$ cat src/rtl/bfp16_col_feeder.sv
// Weight/ifmap feeder for a DEPTH-deep bfloat16 PE column: buffers DEPTH weights and up to
// MAX_ROWS ifmap rows, preloads weights last-first, then streams rows with a per-lane diagonal skew.
module bfp16_col_feeder #(
  parameter int DATA_TYPE = 16,
  parameter int DEPTH     = 2,
  parameter int MAX_ROWS  = 8
) (
  input  logic                             clk,
  input  logic                             rst,
  input  logic                             start,
  input  logic [$clog2(MAX_ROWS+1)-1:0]    num_rows,
  input  logic                             wgt_valid,
  input  logic [DATA_TYPE-1:0]             wgt_data,
  output logic                             wgt_ready,
  input  logic                             row_valid,
  input  logic [DEPTH*DATA_TYPE-1:0]       row_data,
  output logic                             row_ready,
  output logic                             ctrl,
  output logic [DATA_TYPE-1:0]             weight,
  output logic [DEPTH*DATA_TYPE-1:0]       ifmap,
  output logic                             busy,
  output logic                             done
);
  localparam int CW = $clog2(MAX_ROWS + 1);
  localparam int WCW = $clog2(DEPTH + 1);
  localparam int TW = $clog2(MAX_ROWS + DEPTH + 1);
  localparam int RW = DEPTH * DATA_TYPE;
  localparam logic [WCW-1:0] W_FULL = WCW'(DEPTH);
  localparam logic [CW-1:0] ROWS_MAX = CW'(MAX_ROWS);
  localparam logic [TW-1:0] PRE_LAST = TW'(DEPTH - 1);

  typedef enum logic [2:0] {IDLE, FILL, PRELOAD, STREAM, DONE} state_t;

  state_t                     state;
  logic [CW-1:0]              nrows;
  logic [WCW-1:0]             wcnt, wcnt_n;
  logic [CW-1:0]              rcnt, rcnt_n;
  logic [TW-1:0]              cnt;
  logic [TW-1:0]              t_last;
  logic [DEPTH*DATA_TYPE-1:0] wbuf;
  logic [MAX_ROWS*RW-1:0]     rbuf;
  logic                       wgt_take, row_take;
  logic [DATA_TYPE-1:0]       pre_w;
  logic [RW-1:0]              skew;
  int                         pre_idx, nxt_t;

  // Handshake: a word transfers on a rising edge where valid and ready are both high;
  // ready depends only on state and counters, never on valid.
  assign wgt_ready = (state == FILL) && (wcnt < W_FULL);
  assign row_ready = (state == FILL) && (rcnt < nrows);
  assign busy      = (state != IDLE);
  assign t_last    = TW'(nrows) + TW'(DEPTH - 1) - TW'(1);

  always_comb begin
    wgt_take = wgt_valid && wgt_ready;
    row_take = row_valid && row_ready;
    wcnt_n   = wcnt + WCW'(wgt_take);
    rcnt_n   = rcnt + CW'(row_take);
    // The first preload word may be the weight arriving on the FILL exit edge, so bypass it.
    pre_idx  = (state == FILL) ? DEPTH - 1 : DEPTH - 2 - int'(cnt);
    pre_w    = '0;
    for (int k = 0; k < DEPTH; k++) begin
      if (k == pre_idx) begin
        pre_w = (wgt_take && wcnt == WCW'(k)) ? wgt_data : wbuf[k*DATA_TYPE +: DATA_TYPE];
      end
    end
    nxt_t = (state == STREAM) ? int'(cnt) + 1 : 0;
    skew  = '0;
    for (int j = 0; j < DEPTH; j++) begin
      for (int r = 0; r < MAX_ROWS; r++) begin
        if (r == nxt_t - j && r < int'(nrows)) begin
          skew[(DEPTH-1-j)*DATA_TYPE +: DATA_TYPE] =
            rbuf[r*RW + (DEPTH-1-j)*DATA_TYPE +: DATA_TYPE];
        end
      end
    end
  end

  // Buffers carry no reset: the FSM never drives them out until they have been refilled.
  always_ff @(posedge clk) begin
    for (int k = 0; k < DEPTH; k++) begin
      if (wgt_take && wcnt == WCW'(k)) wbuf[k*DATA_TYPE +: DATA_TYPE] <= wgt_data;
    end
    for (int r = 0; r < MAX_ROWS; r++) begin
      if (row_take && rcnt == CW'(r)) rbuf[r*RW +: RW] <= row_data;
    end
  end

  always_ff @(posedge clk or posedge rst) begin
    if (rst) begin
      state  <= IDLE;
      nrows  <= '0;
      wcnt   <= '0;
      rcnt   <= '0;
      cnt    <= '0;
      ctrl   <= 1'b0;
      weight <= '0;
      ifmap  <= '0;
      done   <= 1'b0;
    end else begin
      case (state)
        IDLE: begin
          if (start && num_rows != '0 && num_rows <= ROWS_MAX) begin
            nrows <= num_rows;
            wcnt  <= '0;
            rcnt  <= '0;
            cnt   <= '0;
            state <= FILL;
          end
        end
        FILL: begin
          wcnt <= wcnt_n;
          rcnt <= rcnt_n;
          if (wcnt_n == W_FULL && rcnt_n == nrows) begin
            weight <= pre_w;
            cnt    <= '0;
            state  <= PRELOAD;
          end
        end
        PRELOAD: begin
          if (cnt == PRE_LAST) begin
            ctrl   <= 1'b1;
            weight <= '0;
            ifmap  <= skew;
            cnt    <= '0;
            state  <= STREAM;
          end else begin
            weight <= pre_w;
            cnt    <= cnt + TW'(1);
          end
        end
        STREAM: begin
          if (cnt == t_last) begin
            ctrl  <= 1'b0;
            ifmap <= '0;
            done  <= 1'b1;
            state <= DONE;
          end else begin
            ifmap <= skew;
            cnt   <= cnt + TW'(1);
          end
        end
        DONE: begin
          done  <= 1'b0;
          state <= IDLE;
        end
        default: state <= IDLE;
      endcase
    end
  end
endmodule

$ cat config.mk
export PLATFORM = sky130hd
export DESIGN_NAME = bfp16_col_feeder
export DESIGN_NICKNAME = d
export VERILOG_FILES = /design/src/rtl/bfp16_col_feeder.sv
export SDC_FILE = /design/constraint.sdc
export NUM_CORES = 1
export LEC_CHECK = 0
export CELL_PAD_IN_SITES_DETAIL_PLACEMENT = 0
export CELL_PAD_IN_SITES_GLOBAL_PLACEMENT = 2
export CORE_MARGIN = 2
export CORE_UTILIZATION = 40
export CTS_BUF_LIST = sky130_fd_sc_hd__clkbuf_16
export DETAILED_ROUTE_END_ITERATION = 16
export DONT_BUFFER_PORTS = 1
export PLACE_DENSITY = 0.84
export SLEW_MARGIN = 30
export SYNTH_ARGS = -nofsm -noshare
export SYNTH_HDL_FRONTEND = slang
export SYNTH_SLANG_ARGS = --single-unit
$ cat constraint.sdc
create_clock -name clk -period 5.5 [get_ports clk]
set_input_delay 0.825 -clock clk [delete_from_list [all_inputs] [get_ports clk]]
set_output_delay 0.825 -clock clk [all_outputs]
set_load 0.02 [all_outputs]
==> qor.csv <==
stage,metric,value,unit
run_status,status,finished clean,
yosys,ys_seq_area_frac,0.688,
global_routing,antenna_found_initial,0,
sta,fin_crit_sh,0.764,
global_routing,gr-total-overflow,0,
sta,worstMarginPinSlew,0.989,ns
critical_path,cp.required,5.92,ns
yosys,syn-num-nets,1078,
sta,finalSetupViolations,0,
place,dp_hpwl,21800,µm
clock_tree,postCtsHoldBufs,0,
floorplanning,rows,69,
yosys,synth_edf_count,256,
clock_tree,ctsResizeCount,0,
floorplanning,dieArea,37900,µm²
sta,fin_crit,4.20,ns
routing,avgRoutedWirePerCell,24.5,µm
floorplanning,core_area,35700,µm²
yosys,ys_types,77,
floorplanning,initial_core_util,0.408,
critical_path,cpPeakStageDelay,0.63,ns
yosys,avgSynthCellArea,14.4,µm²
sta,finClkSkew,0.0228,ns
clock_tree,clk-insertion-delay-late,0.54,ns
floorplanning,dieWidth,195,µm
finish,utilization,0.458,
critical_path,r2r_cells,13,
sta,rsz0062_at_grt,no,
clock_tree,cts.sinks,355,
routing,routed_wl,36900,µm
yosys,yosys-top-cells-count,"edfxtp_1, dfrtp_1, nand2_1",
routing,drt-initial-drc-count,790,
power_and_ir_drop,leakage,0.00566,µW
floorplanning,pin_count,110,
worst_hold_path,hold_path_class,in2async,
clock_tree,numCtsBuffers,38,
power_and_ir_drop,powerDensity,504,nW/µm²
place,io_buffers,0,
yosys,yosysMostFrequentCell,edfxtp_1,
sta,tns,0,ns
critical_path,start_kind,flip-flop,
yosys,synth_warnings,0,
global_routing,grt_usage,0.193,
sta,clock.fmax,0.238,GHz
routing,drtAntennaViolNets,0,
yosys,synth-seq-cells,355,
critical_path,critPathMaxFanout,8,
clock_tree,h-tree-depth,2,
finish,n_antenna_cell,0,
global_routing,grt_pass1_vias,9107,
finish,syn_to_final_growth,12.2,%
floorplanning,die_height,195,µm
finish,fillCellCount,3107,
yosys,syn_area,14500,µm²
sta,slew_viol_final,0,
clock_tree,post-cts-setup-buffers,0,
yosys,async_flop_share,0.189,
yosys,synth_top_area_frac,0.529,
critical_path,cp_cell_sequence,inv_1 > ha_1 > a21o_1 > a21o_1 > a2111oi_1 > ha_1 > ha_1 > xor2_1 > nor4_1 > nand3_1 > a21o_1 > or4_1 > o41ai_1,
yosys,synth_top_flop_cell,edfxtp_1,
critical_path,endpoint_kind,flip-flop,
clock_tree,cts.clk_slew.worst_paths,0.06,ns
yosys,synth_area_leader_cell,edfxtp_1,
global_routing,grt_max_degree,68,
finish,final_nets,1083,
sta,hold_slack,0.362,ns
global_routing,grt_pass1_wl,56000,µm
finish,final_cells,1506,
critical_path,arrival,4.62,ns
critical_path,crit_type,reg2reg,
sta,hold_viol,0,
routing,drc,0,
power_and_ir_drop,ir_worst_vdd,0.252,mV
critical_path,slowest_stage,a2111oi_1,
routing,drt_pass1_iterations,5,
routing,via_per_inst,6.00,
routing,vias,9041,
clock_tree,clock_path_buffers,3,
run,drv_cap,0,
clock_tree,cts_tree,done,
place,gp_congestion,0.767,
place,place_inst,1438,
clock_tree,cts-root-buf,clkbuf_16,
finish,drive_above_1_share,0.155,
sta,slew_headroom,0.340,
yosys,synth_cells,1012,
yosys,synth.area.top_cells,"edfxtp_1, dfrtp_1, dfxtp_1, mux2_2, nand2_1",
[cells by family (layout without fill, tap and decap cells)]
group / count (synthesis) / in the layout / share of synthesized area
buffers and inverters: 103 / 136 / 0.0309
multiplexers: 35 / 35 / 0.0296
AO/OA/AOI/OAI: 305 / 305 / 0.167
AND/OR/NAND/NOR: 190 / 190 / 0.0679
XOR/XNOR: 15 / 15 / 0.00903
flip-flops: 355 / 355 / 0.688
adder cells (fa/ha/maj): 9 / 9 / 0.00774
[registers in the layout, indices dropped and copies added, names as in the netlist]
| signal | count |
|---|---|
| weight | 16 |
| ifmap | 32 |
| cnt | 4 |
| nrows | 4 |
| done | 1 |
| rcnt | 4 |
| state | 3 |
| wbuf | 32 |
| rbuf | 256 |
| wcnt | 2 |
| ctrl | 1 |
[metal layers]
layer,track usage,vias up,wire length [µm],part of all wire
met5,0,-,0,0
met4,0.0578,0,835,0.023
met3,0.0498,56,2870,0.078
met2,0.308,303,17100,0.46
li1,-,4062,-,-
met1,0.261,4620,16100,0.44
[cell usage in the layout (no fill, tap or decap), drive strengths merged, types with 4 or more instances in the layout]
cell / n
mux2: 34
nor4: 9
a211o: 11
ha: 9
a32o: 17
o41ai: 4
a221o: 18
a22oi: 29
nor2b: 9
inv: 39
dfxtp: 32
o221ai: 7
a222oi: 15
a21oi: 21
a22o: 24
o22ai: 13
dfrtp: 67
buf: 33
a32oi: 17
nand3: 6
nor3: 23
nand2b: 9
nor2: 42
xnor2: 7
o211ai: 17
xor2: 8
a221oi: 22
clkinv: 23
and3: 8
o21ai: 45
edfxtp: 256
a211oi: 6
a31oi: 4
nand2: 62
a2bb2oi: 5
o221a: 15
clkbuf: 40
[where the power goes]
group          leakage (µW)  total [µW]  switching (µW)  internal (µW)
clock network      0.000602        2410            1040           1370
registers           0.00344        3770             478           3290
logic               0.00162        2040            1190            854
[area by class of cell]
class | count | area (µm²) | share of cell area
timing repair buffer | 33 | 264 | 0.0162
multi-input combinational | 554 | 4160 | 0.255
sequential | 355 | 10000 | 0.613
inverter | 35 | 133 | 0.00813
clock buffer | 40 | 1000 | 0.0614
tap | 461 | 577 | 0.0354
clock inverter | 28 | 176 | 0.0108
[worst max-delay path, delay by kind of cell, from the launching register on]
family                   cells  cell delay (ns)
AO/OA/AOI/OAI                5             1.47
AND/OR/NAND/NOR              3             0.95
adder cells (fa/ha/maj)      3             0.85
flip-flops                   1             0.52
XOR/XNOR                     1             0.17
buffers and inverters        1             0.12
[through the flow]
step / worst slack [ns] / cell area (µm²) / total power, µW
3_5_place_dp: 1.33 / 15100 / 5850
5_1_grt: 0.979 / 16300 / 8610
3_3_place_gp: 1.43 / 15100 / 5830
4_1_cts: 1.27 / 16300 / 8260
6_report: 1.30 / 16300 / 8220
2_1_floorplan: 0.0503 / 14500 / 5270
[final timing paths]
kind | slack, ns | to | startpoint
hold reg to reg | 0.47 | wbuf[5] | wbuf[5]
setup / recovery | 1.30 | cnt[3] | nrows[1]
min in group clk | 0.37 | rbuf[53] | row_data[21]
hold / removal | 0.36 | ifmap[29] | rst
setup reg to reg | 1.30 | cnt[3] | nrows[1]
max in group asynchronous | 4.57 | ifmap[6] | rst
No activity file was read; power rests on OpenSTA's default activity.
